==> src/rtl/mem_arbiter.sv <==
// Round-robin arbiter sharing one fixed-latency memory port between the
// instruction-fetch and data requesters; one transaction in flight at a time.
module mem_arbiter #(
  parameter int LAT = 4
) (
  input  logic        clk,
  input  logic        rst,
  input  logic        i_req_in,
  input  logic [15:0] i_addr_in,
  input  logic        d_req_in,
  input  logic        d_wr_in,
  input  logic [15:0] d_addr_in,
  input  logic [15:0] d_wdata_in,
  output logic        mem_en_out,
  output logic        mem_wr_out,
  output logic [15:0] mem_addr_out,
  output logic [15:0] mem_wdata_out,
  input  logic [15:0] mem_rdata_in,
  output logic        i_done_out,
  output logic        d_done_out,
  output logic [15:0] rdata_out,
  output logic        i_stall_out,
  output logic        d_stall_out,
  output logic [2:0]  state_dbg
);

  localparam logic [2:0] S_IDLE    = 3'd0;
  localparam logic [2:0] S_ISSUE   = 3'd1;
  localparam logic [2:0] S_WAIT    = 3'd2;
  localparam logic [2:0] S_CAPTURE = 3'd3;
  localparam logic [2:0] S_DONE    = 3'd4;

  localparam logic [3:0] LAT_M1 = 4'(LAT - 1);

  // Handshake: a requester raises req and holds it (with stable address,
  // direction and data) until its one-cycle done pulse; it may keep req high
  // after done to start another transaction, granted from IDLE.

  logic [2:0] state;
  logic       own;    // 0 = instruction side, 1 = data side
  logic       pri_d;  // data side wins the next tie
  logic [3:0] cnt;
  logic       grant_d;

  assign grant_d     = d_req_in & (~i_req_in | pri_d);
  assign i_stall_out = i_req_in & ~i_done_out;
  assign d_stall_out = d_req_in & ~d_done_out;
  assign state_dbg   = state;

  always_ff @(posedge clk or posedge rst) begin
    if (rst) begin
      state         <= S_IDLE;
      own           <= 1'b0;
      pri_d         <= 1'b1;
      cnt           <= 4'd0;
      mem_en_out    <= 1'b0;
      mem_wr_out    <= 1'b0;
      mem_addr_out  <= 16'h0000;
      mem_wdata_out <= 16'h0000;
      rdata_out     <= 16'h0000;
      i_done_out    <= 1'b0;
      d_done_out    <= 1'b0;
    end else begin
      mem_en_out <= 1'b0;
      i_done_out <= 1'b0;
      d_done_out <= 1'b0;
      case (state)
        S_IDLE: begin
          if (i_req_in | d_req_in) begin
            own           <= grant_d;
            mem_wr_out    <= grant_d & d_wr_in;
            mem_addr_out  <= grant_d ? d_addr_in : i_addr_in;
            mem_wdata_out <= grant_d ? d_wdata_in : 16'h0000;
            mem_en_out    <= 1'b1;
            state         <= S_ISSUE;
          end
        end
        S_ISSUE: begin
          cnt   <= LAT_M1;
          state <= (LAT > 1) ? S_WAIT : S_CAPTURE;
        end
        S_WAIT: begin
          cnt <= cnt - 4'd1;
          if (cnt == 4'd1) state <= S_CAPTURE;
        end
        S_CAPTURE: begin
          // Read data is valid exactly LAT cycles after the issue cycle.
          if (!mem_wr_out) rdata_out <= mem_rdata_in;
          i_done_out <= ~own;
          d_done_out <= own;
          state      <= S_DONE;
        end
        S_DONE: begin
          pri_d <= ~own;
          state <= S_IDLE;
        end
        default: state <= S_IDLE;
      endcase
    end
  end

endmodule

==> config.mk <==
export PLATFORM = sky130hd
export DESIGN_NAME = mem_arbiter
export DESIGN_NICKNAME = d
export VERILOG_FILES = /design/src/rtl/mem_arbiter.sv
export SDC_FILE = /design/constraint.sdc
export NUM_CORES = 1
export LEC_CHECK = 0
export BUFFER_PORTS_ARGS = -buffer_cell sky130_fd_sc_hd__buf_2
export CAP_MARGIN = 0
export CORE_MARGIN = 2
export CORE_UTILIZATION = 41
export CTS_CLUSTER_SIZE = 24
export DETAILED_ROUTE_END_ITERATION = 7
export PLACE_DENSITY = 0.77
export SYNTH_ARGS = -nofsm -noshare
export SYNTH_HDL_FRONTEND = slang
export SYNTH_SLANG_ARGS = --single-unit
==> constraint.sdc <==
create_clock -name clk -period 1.6 [get_ports clk]
set_clock_uncertainty 0.2 [all_clocks]
set_input_delay 0 -clock clk [delete_from_list [all_inputs] [get_ports clk]]
set_output_delay 0 -clock clk [all_outputs]
set_load 0.02 [all_outputs]
==> run metrics <==
antenna viol nets, final=0; Synth cell types=38; Clock Latency Late Sink=around 320 ps; post-synth top area cell=dfrtp_1; register area share after synthesis=58.9%; Synth Instances=186; synth top area cells=dfrtp_1 58%, o221a_1 6.9%, a22o_1 5.7%, nand3b_1 4.9%, mux2_1 4.3%; Initial Util=around 43%; outcome=finished with violations; # setup viols final=13; fraction of layout instances using a drive strength above 1=a little under half; TritonCTS Buffers=9; routed wire length=7930 µm; first-pass GRT wire length=12300 µm; CTS root buf=clkbuf_8; Pwr Total=8.12 mW; clk sinks=~60; Syn Nets=257; Post-DP HPWL=between 4000 and 5000 µm; static leakage=between 2 and 2.5 nW; critical path endpoint category=register; total global-route track usage=between 20% and 30%; drc violations=0; Mapped Area=0.00259 mm²; Max-cap violations=0; post-cts sizing count=0; Place WS=-49.9 ps; Mean Syn Cell Area=between 10 and 15 µm²; Fmax achieved=approximately 610 MHz; # port buffers=between 100 and 150; nets=469; crit path max fanout=13; number of vias per cell=5.01; Core ar.=0.00603 mm²; routed length per placed instance=16.6 µm; RSZ-0062 raised after global routing=true; WP data arrival=approximately 1700 ps; H-tree depth=3; CP Class=reg2reg; Crit path largest cell delay=around 430 ps; I/O pins=about 130; largest net degree at the start of global routing=28; initial antenna violation count=0; final worst slack=-46.6 ps; Post-synth top flop=dfrtp_1; CTS max path bufs=2; Tightest Pin Transition=464 ps; ys async rst share=100%; Synth-to-Final Area Change=67.3%; via count=between 2k and 2.5k; first-iteration detailed-routing DRC count=between 80 and 90; Clk pin slew, worst setup/hold paths=70 ps; Commonest cells post-synth=60 x dfrtp_1, 17 x a22o_1, 17 x nand3b_1; failing checks=setup timing; TritonCTS clock tree=built; Die Ht=83.6 µm; Max transition margin=between 60 and 70%; Tmin final=1650 ps; Worst Hold Class=in2async; CP required=1610 ps; Setup crit start kind=register; Slew Viols, Final=0; Antenna Cells=0; final hold vios=0; Post-Route Setup TNS=-498 ps; area fraction of the dominant cell type after synthesis=between 50% and 60%; die area=between 0.006 and 0.007 mm²; GPL Wtd Cong=roughly 0.81; maximum vdd ir drop=~1200 µV; total global routing overflow=0; Post-synth EDFFs=0; critical path, cell by cell=nand3b_1, nor2_4, buf_12, mux2_4; number of global-route vias before repair=approximately 2.5k; Die X=~84 µm; Yosys reg bits=between 60 and 70; YS warnings=0; FP Rows=28; Crit-path slowest cell=dfrtp_2; drt first pass iters=4; final worst-path cycle share=103%; Power Density=~1900 mW/mm²; most frequent cell after synthesis=dfrtp_1
## logic make-up (layout without fill, tap and decap cells)
| group | count (synthesis) | after routing | share of synthesized area, % |
|---|---|---|---|
| adders and majority gates | 2 | 2 | 0.964 |
| DFF | 61 | 61 | 58.9 |
| muxes | 16 | 16 | 6.94 |
| buffers and inverters | 20 | 236 | 5.30 |
| xor gates and xnor gates | 1 | 1 | 0.338 |
| and+or+nand+nor | 34 | 34 | 9.74 |
| AOI/OAI and AO/OA | 52 | 53 | 17.8 |
## stage by stage
step / hold slack (ps) / instances / util (%) / area, µm²
after floorplan: -88.2 / 186 / - / 2680
after global placement: -156 / 386 / 56.6 / 3410
after detailed placement: -150 / 386 / 56.6 / 3410
after CTS: 41.8 / 474 / 71.6 / 4310
after global routing: 71.0 / 478 / 72.0 / 4340
final: 36.0 / 478 / 72.0 / 4340
## state kept, by name, indices dropped and copies added, names as in the netlist
name / count
mem_wdata_out: 16
mem_addr_out: 16
mem_wr_out: 1
cnt: 4
i_done_out: 1
state_dbg: 3
rdata_out: 16
own: 1
pri_d: 1
mem_en_out: 1
d_done_out: 1
## layer usage
metal / up-vias / share of wire, % / track usage (%) / wire, µm
met4: 0 / 1.5 / 7.92 / 122
met3: 14 / 5.6 / 4.75 / 444
met2: 99 / 51 / 39.5 / 4080
li1: 1123 / - / - / -
met5: - / 0 / 0 / 0
met1: 1157 / 41 / 26.9 / 3290
## worst paths after layout
| path | slack (ps) | end | cells past startpoint | from |
|---|---|---|---|---|
| setup / recovery | -50 | rdata_out[11] | 4 | state_dbg[2] |
| hold / removal | 40 | rdata_out[5] | 3 | rst |
| setup reg to reg | -50 | rdata_out[11] | 4 | state_dbg[2] |
| hold reg to reg | 290 | i_done_out | 1 | own |
| max in group asynchronous | 620 | mem_wdata_out[14] | 4 | rst |
| min in group clk | 220 | mem_wdata_out[10] | 3 | d_wdata_in[10] |
## timing repair
item                       in CTS  in global routing
setup endpoints to repair      39                 32
setup buffers                   3                  3
hold buffers                   68                  0
hold endpoints to repair      112                  0
pin swaps                       2                  5
cloned                          1                  1
## layout make-up
class / count / area (µm²)
inverters: 8 / 38.8
repair inverters: 1 / 5.00
clock inverters: 4 / 47.5
well taps: 75 / 93.8
clock buffers: 12 / 145
repair buffers: 211 / 1480
fillers: 434 / 1690
multi-input cells: 106 / 1000
flip-flops and latches: 61 / 1530
## placed cells by master (no fill, tap or decap), types with 3 or more instances in the layout
cell	netlist	final
buf_2	3	125
dlygate4sd3_1	0	68
dfrtp_1	60	57
a22o_1	17	17
nand3b_1	17	17
o221a_1	16	16
mux2_4	0	15
buf_4	1	15
clkbuf_8	0	10
inv_1	7	6
a21oi_1	5	5
nor2b_1	4	4
nor2_1	4	4
o21ai_0	3	3
clkinv_2	0	3
buf_12	1	3
dfrtp_2	0	3
## critical path, delay by kind of cell, from the launching register on
kind / cells / cell delay, ps
buffers and inverters: 1 / 180
multiplexers: 1 / 310
flip-flops: 1 / 430
AND/OR/NAND/NOR: 2 / 410
## power breakdown
group          internal (mW)  switching, mW  total [mW]
Sequential              2.28          0.474        2.75
Combinational           1.88           2.15        4.03
Clock                  0.758          0.583        1.34
Power figures use the tool's default switching activity.
